==> src/rtl/naneye_tx_encoder.sv <==
// naneye_tx_encoder
// Sensor-side serial encoder for the NanEye pixel link. Parallel pixel words are
// framed as {start '1', data MSB..LSB, stop '0'} and sent Manchester coded on a
// single wire (half 1 = bit, half 2 = ~bit). Lines are separated by LINE_IDLE_BITS
// of low line, frames are preceded by FRAME_IDLE_BITS of low line.
//
// Ports
//   CLOCK            single clock
//   RESET            asynchronous reset, active-high
//   FRAME_START_REQ  one-cycle request for one frame; dropped while TX_BUSY=1
//   PIX_DATA         pixel word, qualified by PIX_VALID
//   PIX_VALID        PIX_DATA available
//   PIX_READY        word consumed this cycle if PIX_VALID=1 (load point)
//   TX_OUT           registered Manchester line output
//   TX_BUSY          high whenever a frame is in progress
//   LINE_DONE        one-cycle pulse after the last half-bit of a line
//   FRAME_DONE       one-cycle pulse after the last half-bit of the last line
//   UNDERRUN         one-cycle pulse when a word was due and PIX_VALID=0
module naneye_tx_encoder #(
   parameter int D_WIDTH         = 10,
   parameter int PIXELS_PER_LINE = 320,
   parameter int ROWS            = 320,
   parameter int HALF_BIT_CLKS   = 4,
   parameter int LINE_IDLE_BITS  = 9,
   parameter int FRAME_IDLE_BITS = 64
) (
   input  logic               CLOCK,
   input  logic               RESET,
   input  logic               FRAME_START_REQ,
   input  logic [D_WIDTH-1:0] PIX_DATA,
   input  logic               PIX_VALID,
   output logic               PIX_READY,
   output logic               TX_OUT,
   output logic               TX_BUSY,
   output logic               LINE_DONE,
   output logic               FRAME_DONE,
   output logic               UNDERRUN
);

   localparam int WORD_BITS      = D_WIDTH + 2;
   localparam int LAST_HALF      = 2 * WORD_BITS - 1;
   localparam int FRAME_GAP_CLKS = FRAME_IDLE_BITS * 2 * HALF_BIT_CLKS;
   localparam int LINE_GAP_CLKS  = LINE_IDLE_BITS * 2 * HALF_BIT_CLKS;
   localparam int GAP_MAX        = (FRAME_GAP_CLKS > LINE_GAP_CLKS) ? FRAME_GAP_CLKS : LINE_GAP_CLKS;

   // Counter widths follow $clog2(max+1), kept at least one bit wide.
   localparam int HALF_W = (HALF_BIT_CLKS > 1) ? $clog2(HALF_BIT_CLKS) : 1;
   localparam int BIT_W  = $clog2(LAST_HALF + 1);
   localparam int PIX_W  = (PIXELS_PER_LINE > 1) ? $clog2(PIXELS_PER_LINE) : 1;
   localparam int ROW_W  = (ROWS > 1) ? $clog2(ROWS) : 1;
   localparam int GAP_W  = (GAP_MAX > 1) ? $clog2(GAP_MAX) : 1;

   typedef enum logic [1:0] {
      IDLE      = 2'd0,
      FRAME_GAP = 2'd1,
      PIXEL     = 2'd2,
      LINE_GAP  = 2'd3
   } state_t;

   state_t state;
   state_t state_next;

   logic [HALF_W-1:0]    half_cnt;
   logic [BIT_W-1:0]     bit_idx;    // half-bit index within the word
   logic [PIX_W-1:0]     pix_cnt;
   logic [ROW_W-1:0]     row_cnt;
   logic [GAP_W-1:0]     gap_cnt;
   logic [WORD_BITS-1:0] shreg_p0;   // bit on the line sits in the MSB
   logic [D_WIDTH-1:0]   load_data;
   logic                 tx_q;
   logic                 tx_next;
   logic                 line_done_q;
   logic                 frame_done_q;

   logic half_end;
   logic word_end;
   logic last_pix;
   logic last_row;
   logic gap_end;
   logic line_end;
   logic load;

   assign half_end = (half_cnt == HALF_W'(HALF_BIT_CLKS - 1));
   assign word_end = half_end && (bit_idx == BIT_W'(LAST_HALF));
   assign last_pix = (pix_cnt == PIX_W'(PIXELS_PER_LINE - 1));
   assign last_row = (row_cnt == ROW_W'(ROWS - 1));
   assign gap_end  = ((state == FRAME_GAP) && (gap_cnt == GAP_W'(FRAME_GAP_CLKS - 1))) ||
                     ((state == LINE_GAP)  && (gap_cnt == GAP_W'(LINE_GAP_CLKS - 1)));
   assign line_end = (state == PIXEL) && word_end && last_pix;
   // Load point: last gap cycle, or last cycle of a word that is not the last of its line.
   assign load     = gap_end || ((state == PIXEL) && word_end && !last_pix);

   // A missing word is replaced by zeros so line timing never stretches.
   assign load_data = PIX_VALID ? PIX_DATA : '0;

   // State register
   always_ff @(posedge CLOCK or posedge RESET) begin
      if (RESET) begin
         state <= IDLE;
      end else begin
         state <= state_next;
      end
   end

   // Next-state logic
   always_comb begin
      state_next = state;
      case (state)
         IDLE:      if (FRAME_START_REQ) state_next = FRAME_GAP;
         FRAME_GAP: if (gap_end)         state_next = PIXEL;
         PIXEL:     if (line_end)        state_next = last_row ? IDLE : LINE_GAP;
         LINE_GAP:  if (gap_end)         state_next = PIXEL;
         default:                        state_next = IDLE;
      endcase
   end

   // Output logic
   always_comb begin
      PIX_READY = load;
      UNDERRUN  = load && !PIX_VALID;
      TX_BUSY   = (state != IDLE);
   end

   // Next line value: the start half of a new word at a load point, otherwise
   // hold within a half-bit and switch to the next half at its boundary.
   always_comb begin
      tx_next = 1'b0;
      if (load) begin
         tx_next = 1'b1;
      end else if (state == PIXEL) begin
         if (!half_end) begin
            tx_next = tx_q;
         end else if (word_end) begin
            tx_next = 1'b0;
         end else if (!bit_idx[0]) begin
            tx_next = ~shreg_p0[WORD_BITS-1];
         end else begin
            tx_next = shreg_p0[WORD_BITS-2];
         end
      end
   end

   // Control stage: counters and registered outputs
   always_ff @(posedge CLOCK or posedge RESET) begin
      if (RESET) begin
         half_cnt     <= '0;
         bit_idx      <= '0;
         pix_cnt      <= '0;
         row_cnt      <= '0;
         gap_cnt      <= '0;
         tx_q         <= 1'b0;
         line_done_q  <= 1'b0;
         frame_done_q <= 1'b0;
      end else begin
         tx_q         <= tx_next;
         line_done_q  <= line_end;
         frame_done_q <= line_end && last_row;

         if ((state == FRAME_GAP) || (state == LINE_GAP)) begin
            gap_cnt <= gap_end ? '0 : gap_cnt + 1'b1;
         end else begin
            gap_cnt <= '0;
         end

         if (state == PIXEL) begin
            half_cnt <= half_end ? '0 : half_cnt + 1'b1;
            if (half_end) begin
               bit_idx <= (bit_idx == BIT_W'(LAST_HALF)) ? '0 : bit_idx + 1'b1;
            end
         end else begin
            half_cnt <= '0;
            bit_idx  <= '0;
         end

         if ((state == PIXEL) && word_end) begin
            pix_cnt <= last_pix ? '0 : pix_cnt + 1'b1;
         end

         if (line_end) begin
            row_cnt <= last_row ? '0 : row_cnt + 1'b1;
         end
      end
   end

   // Data stage: word shift register, shifted once per completed bit
   always_ff @(posedge CLOCK) begin
      if (load) begin
         shreg_p0 <= {1'b1, load_data, 1'b0};
      end else if ((state == PIXEL) && half_end && bit_idx[0]) begin
         shreg_p0 <= {shreg_p0[WORD_BITS-2:0], 1'b0};
      end
   end

   assign TX_OUT     = tx_q;
   assign LINE_DONE  = line_done_q;
   assign FRAME_DONE = frame_done_q;

endmodule

==> config.mk <==
export PLATFORM = sky130hd
export DESIGN_NAME = naneye_tx_encoder
export DESIGN_NICKNAME = d
export VERILOG_FILES = /design/src/rtl/naneye_tx_encoder.sv
export SDC_FILE = /design/constraint.sdc
export NUM_CORES = 1
export LEC_CHECK = 0
export ABC_AREA = 1
export CAP_MARGIN = 20
export CORE_MARGIN = 3
export CORE_UTILIZATION = 55
export CTS_BUF_LIST = sky130_fd_sc_hd__clkbuf_4 sky130_fd_sc_hd__clkbuf_8
export CTS_CLUSTER_DIAMETER = 50
export DETAILED_ROUTE_END_ITERATION = 6
export HOLD_SLACK_MARGIN = 0.12
export PLACE_DENSITY = 0.75
export SYNTH_ARGS = -nofsm -noshare
export SYNTH_HDL_FRONTEND = slang
export SYNTH_SLANG_ARGS = --single-unit
==> constraint.sdc <==
create_clock -name CLOCK -period 3.9 [get_ports CLOCK]
set_input_delay 0.585 -clock CLOCK [delete_from_list [all_inputs] [get_ports CLOCK]]
set_output_delay 0.585 -clock CLOCK [all_outputs]
set_load 0.02 [all_outputs]
==> impl_metrics.toml <==
[run_status]
status = "finished, final reports clean"

[clock_network]
root_buffer = "clkbuf_8"
postCtsSetupBuffers = 0
clkSinkCount = 50
cts_buffers = 5
clk_pin_slew_ns = 0.09
ctsResizeCount = 0
clockBufferDepth = 2
worstSkewPairLatency_ns = 0.30
cts_tree = "built"
postCtsHoldBufs = 0
h-tree-depth = 2

[routing]
drt-pass1-iter-count = 4
wl_per_cell_um = 12.0
drc = 0
postRouteAntennaNets = 0
dr_total_vias = 1889
vias_per_cell = 5.19
drtIter0Drc = 71
drt-total-wl_mm = 4.35

[die]
die_area_um2 = 5430
io_pins = 20
std_cell_rows = 23
start_util_pct = 60.0
core-area_um2 = 4200
dieHeight_um = 73.7
die_x_um = 73.7

[cells_and_area]
areaGrowthSynthToFinish_pct = 13.3
drive_above_1_share_pct = 9.24
final_common_cell = "nand2_1"
nets = 333
final_cell_mix = "nand2_1, dfrtp_1, nand3_1"
diodes = 0

[yosys]
syn-mean-instance-area_um2 = 8.66
synthFlopType = "dfrtp_1"
syn_inst = 291
seq_area_frac_synth_pct = 51.4
syn_area_um2 = 2520
synth-seq-cells = 50
yosysWarnings = 0
ys_async_sr_fraction_pct = 78.0
syn-num-nets = 311
synth_edf_count = 10
synth_cell_type_count = 33

[global_route]
antenna_found_initial = 0
overflow = 0
grt_max_degree = 40
grt_pass1_vias = 1804
grt_pass1_wl_mm = 7.73
grtUsageTotal_pct = 18.3

[placed_design]
hpwl_mm = 3.13
dp_slack_ns = 0.879
io_buffers = 19
gp_congestion = 0.791

[worst_setup_path]
start_kind = "flip-flop"
r2r_end = "shreg_p0[2]"
crit_slowest_cell = "clkdlybuf4s50_1"
rrSetupSlack_ns = 1.41
required_ns = 3.31
rr_worst_depth = 12
regToRegStartpoint = "gap_cnt[0]"
crit_arrival_ns = 2.76
cp_cell_sequence = "ha_1, nand2_1, inv_1, nand3_1, nor2_1, nand2_1, nor2_1, ha_1, nand3_1, nand3_2, inv_2, nor2_2, clkdlybuf4s50_1"
crit_path_end_kind = "output pin"
max_stage_delay_ns = 0.61
critical_path_class = "reg2out"
path_max_fanout = 13

[sta]
slew_headroom_pct = 66.4
fmax_mhz = 299
drv_slew = 0
fin_setup_tns_ns = 0
clock_skew_ns = 0.00781
worst_pin_slew_ns = 0.504
final-hold-violation-count = 0
finalWorstSetupSlack_ns = 0.560
fin_crit_ns = 3.34
rsz0062_at_grt = "no"
setup_viol = 0
period_share_pct = 85.6

[power]
p_leak_nw = 1.37
p_per_area_nw_per_um2 = 324
power_mw = 0.925
vdd_drop_max_mv = 0.284

[hold_path]
hp-start = "half_cnt[0]"
hold_class = "reg2reg"
hold_path_depth = 1
hold_end = "half_cnt[0]"

[job]
drv_cap = 0
[area by class of cell]
| class | instances | area, µm² |
|---|---|---|
| well taps | 50 | 62.6 |
| multi-input cells | 198 | 1040 |
| clock inverters | 1 | 30.0 |
| repair buffers | 20 | 198 |
| fillers | 347 | 1350 |
| clock buffers | 7 | 83.8 |
| inverters | 38 | 148 |
| flip-flops and latches | 50 | 1300 |
[layer usage]
metal | global-route usage [%] | routed length (µm)
met1 | 24.5 | 2160
met2 | 29.3 | 2030
met3 | 4.51 | 113
met4 | 5.84 | 48
met5 | 0 | 0
[kinds of logic after synthesis]
logic type	Yosys count	share of synthesized area [%]
and+or+nand+nor	159	30.0
DFF	50	51.4
buffers and inverters	43	7.40
AOI/OAI and AO/OA	24	5.02
xor gates and xnor gates	9	3.13
adders and majority gates	6	2.98
[report_power, final]
group / switching, mW / total (mW) / internal [mW]
registers: 0 / 0.530 / 0.530
clock network: 0.165 / 0.371 / 0.206
logic: 0.0109 / 0.0230 / 0.0121
total: 0.176 / 0.925 / 0.748
[Yosys cell counts (all sizes together) (5+ instances only)]
cell type | n | area [µm²]
nand2 | 67 | 279
dfrtp | 39 | 976
inv | 37 | 139
nand3 | 37 | 203
nor2 | 34 | 154
o21ai | 18 | 90.1
edfxtp | 10 | 300
nor3 | 10 | 50.1
xor2 | 7 | 61.3
ha | 6 | 75.1
nand4 | 5 | 31.3
[state kept, by name (all words and copies together), names as in the netlist]
name	flops
FRAME_DONE	1
LINE_DONE	1
TX_OUT	1
bit_idx	5
gap_cnt	9
half_cnt	2
pix_cnt	9
row_cnt	9
shreg_p0	11
state	2
[metrics by stage]
step	cell area, µm²	instances	utilization (%)	hold WS (ns)
after floorplan	2520	291	-	0.415
after global placement	2740	356	65.2	0.426
after detailed placement	2740	356	65.2	0.443
after CTS	2860	364	68.0	0.456
after global routing	2860	364	68.0	0.494
final	2860	364	68.0	0.447
[worst max-delay path by stage]
stage	from	to	slack, ns	cells past startpoint
floorplan	gap_cnt[0]	UNDERRUN	1.60	13
global placement	gap_cnt[0]	UNDERRUN	0.93	13
detailed placement	gap_cnt[0]	UNDERRUN	0.88	13
CTS	gap_cnt[0]	UNDERRUN	0.52	13
global route	gap_cnt[0]	UNDERRUN	0.19	13
finish	gap_cnt[0]	UNDERRUN	0.56	13
[critical path, delay by kind of cell, from the launching register on]
| kind | cells | cell delay [ns] |
|---|---|---|
| buf+inv | 3 | 0.86 |
| flops | 1 | 0.38 |
| simple gates | 8 | 0.90 |
| fa+ha+maj | 2 | 0.32 |
Power figures use the tool's default switching activity.
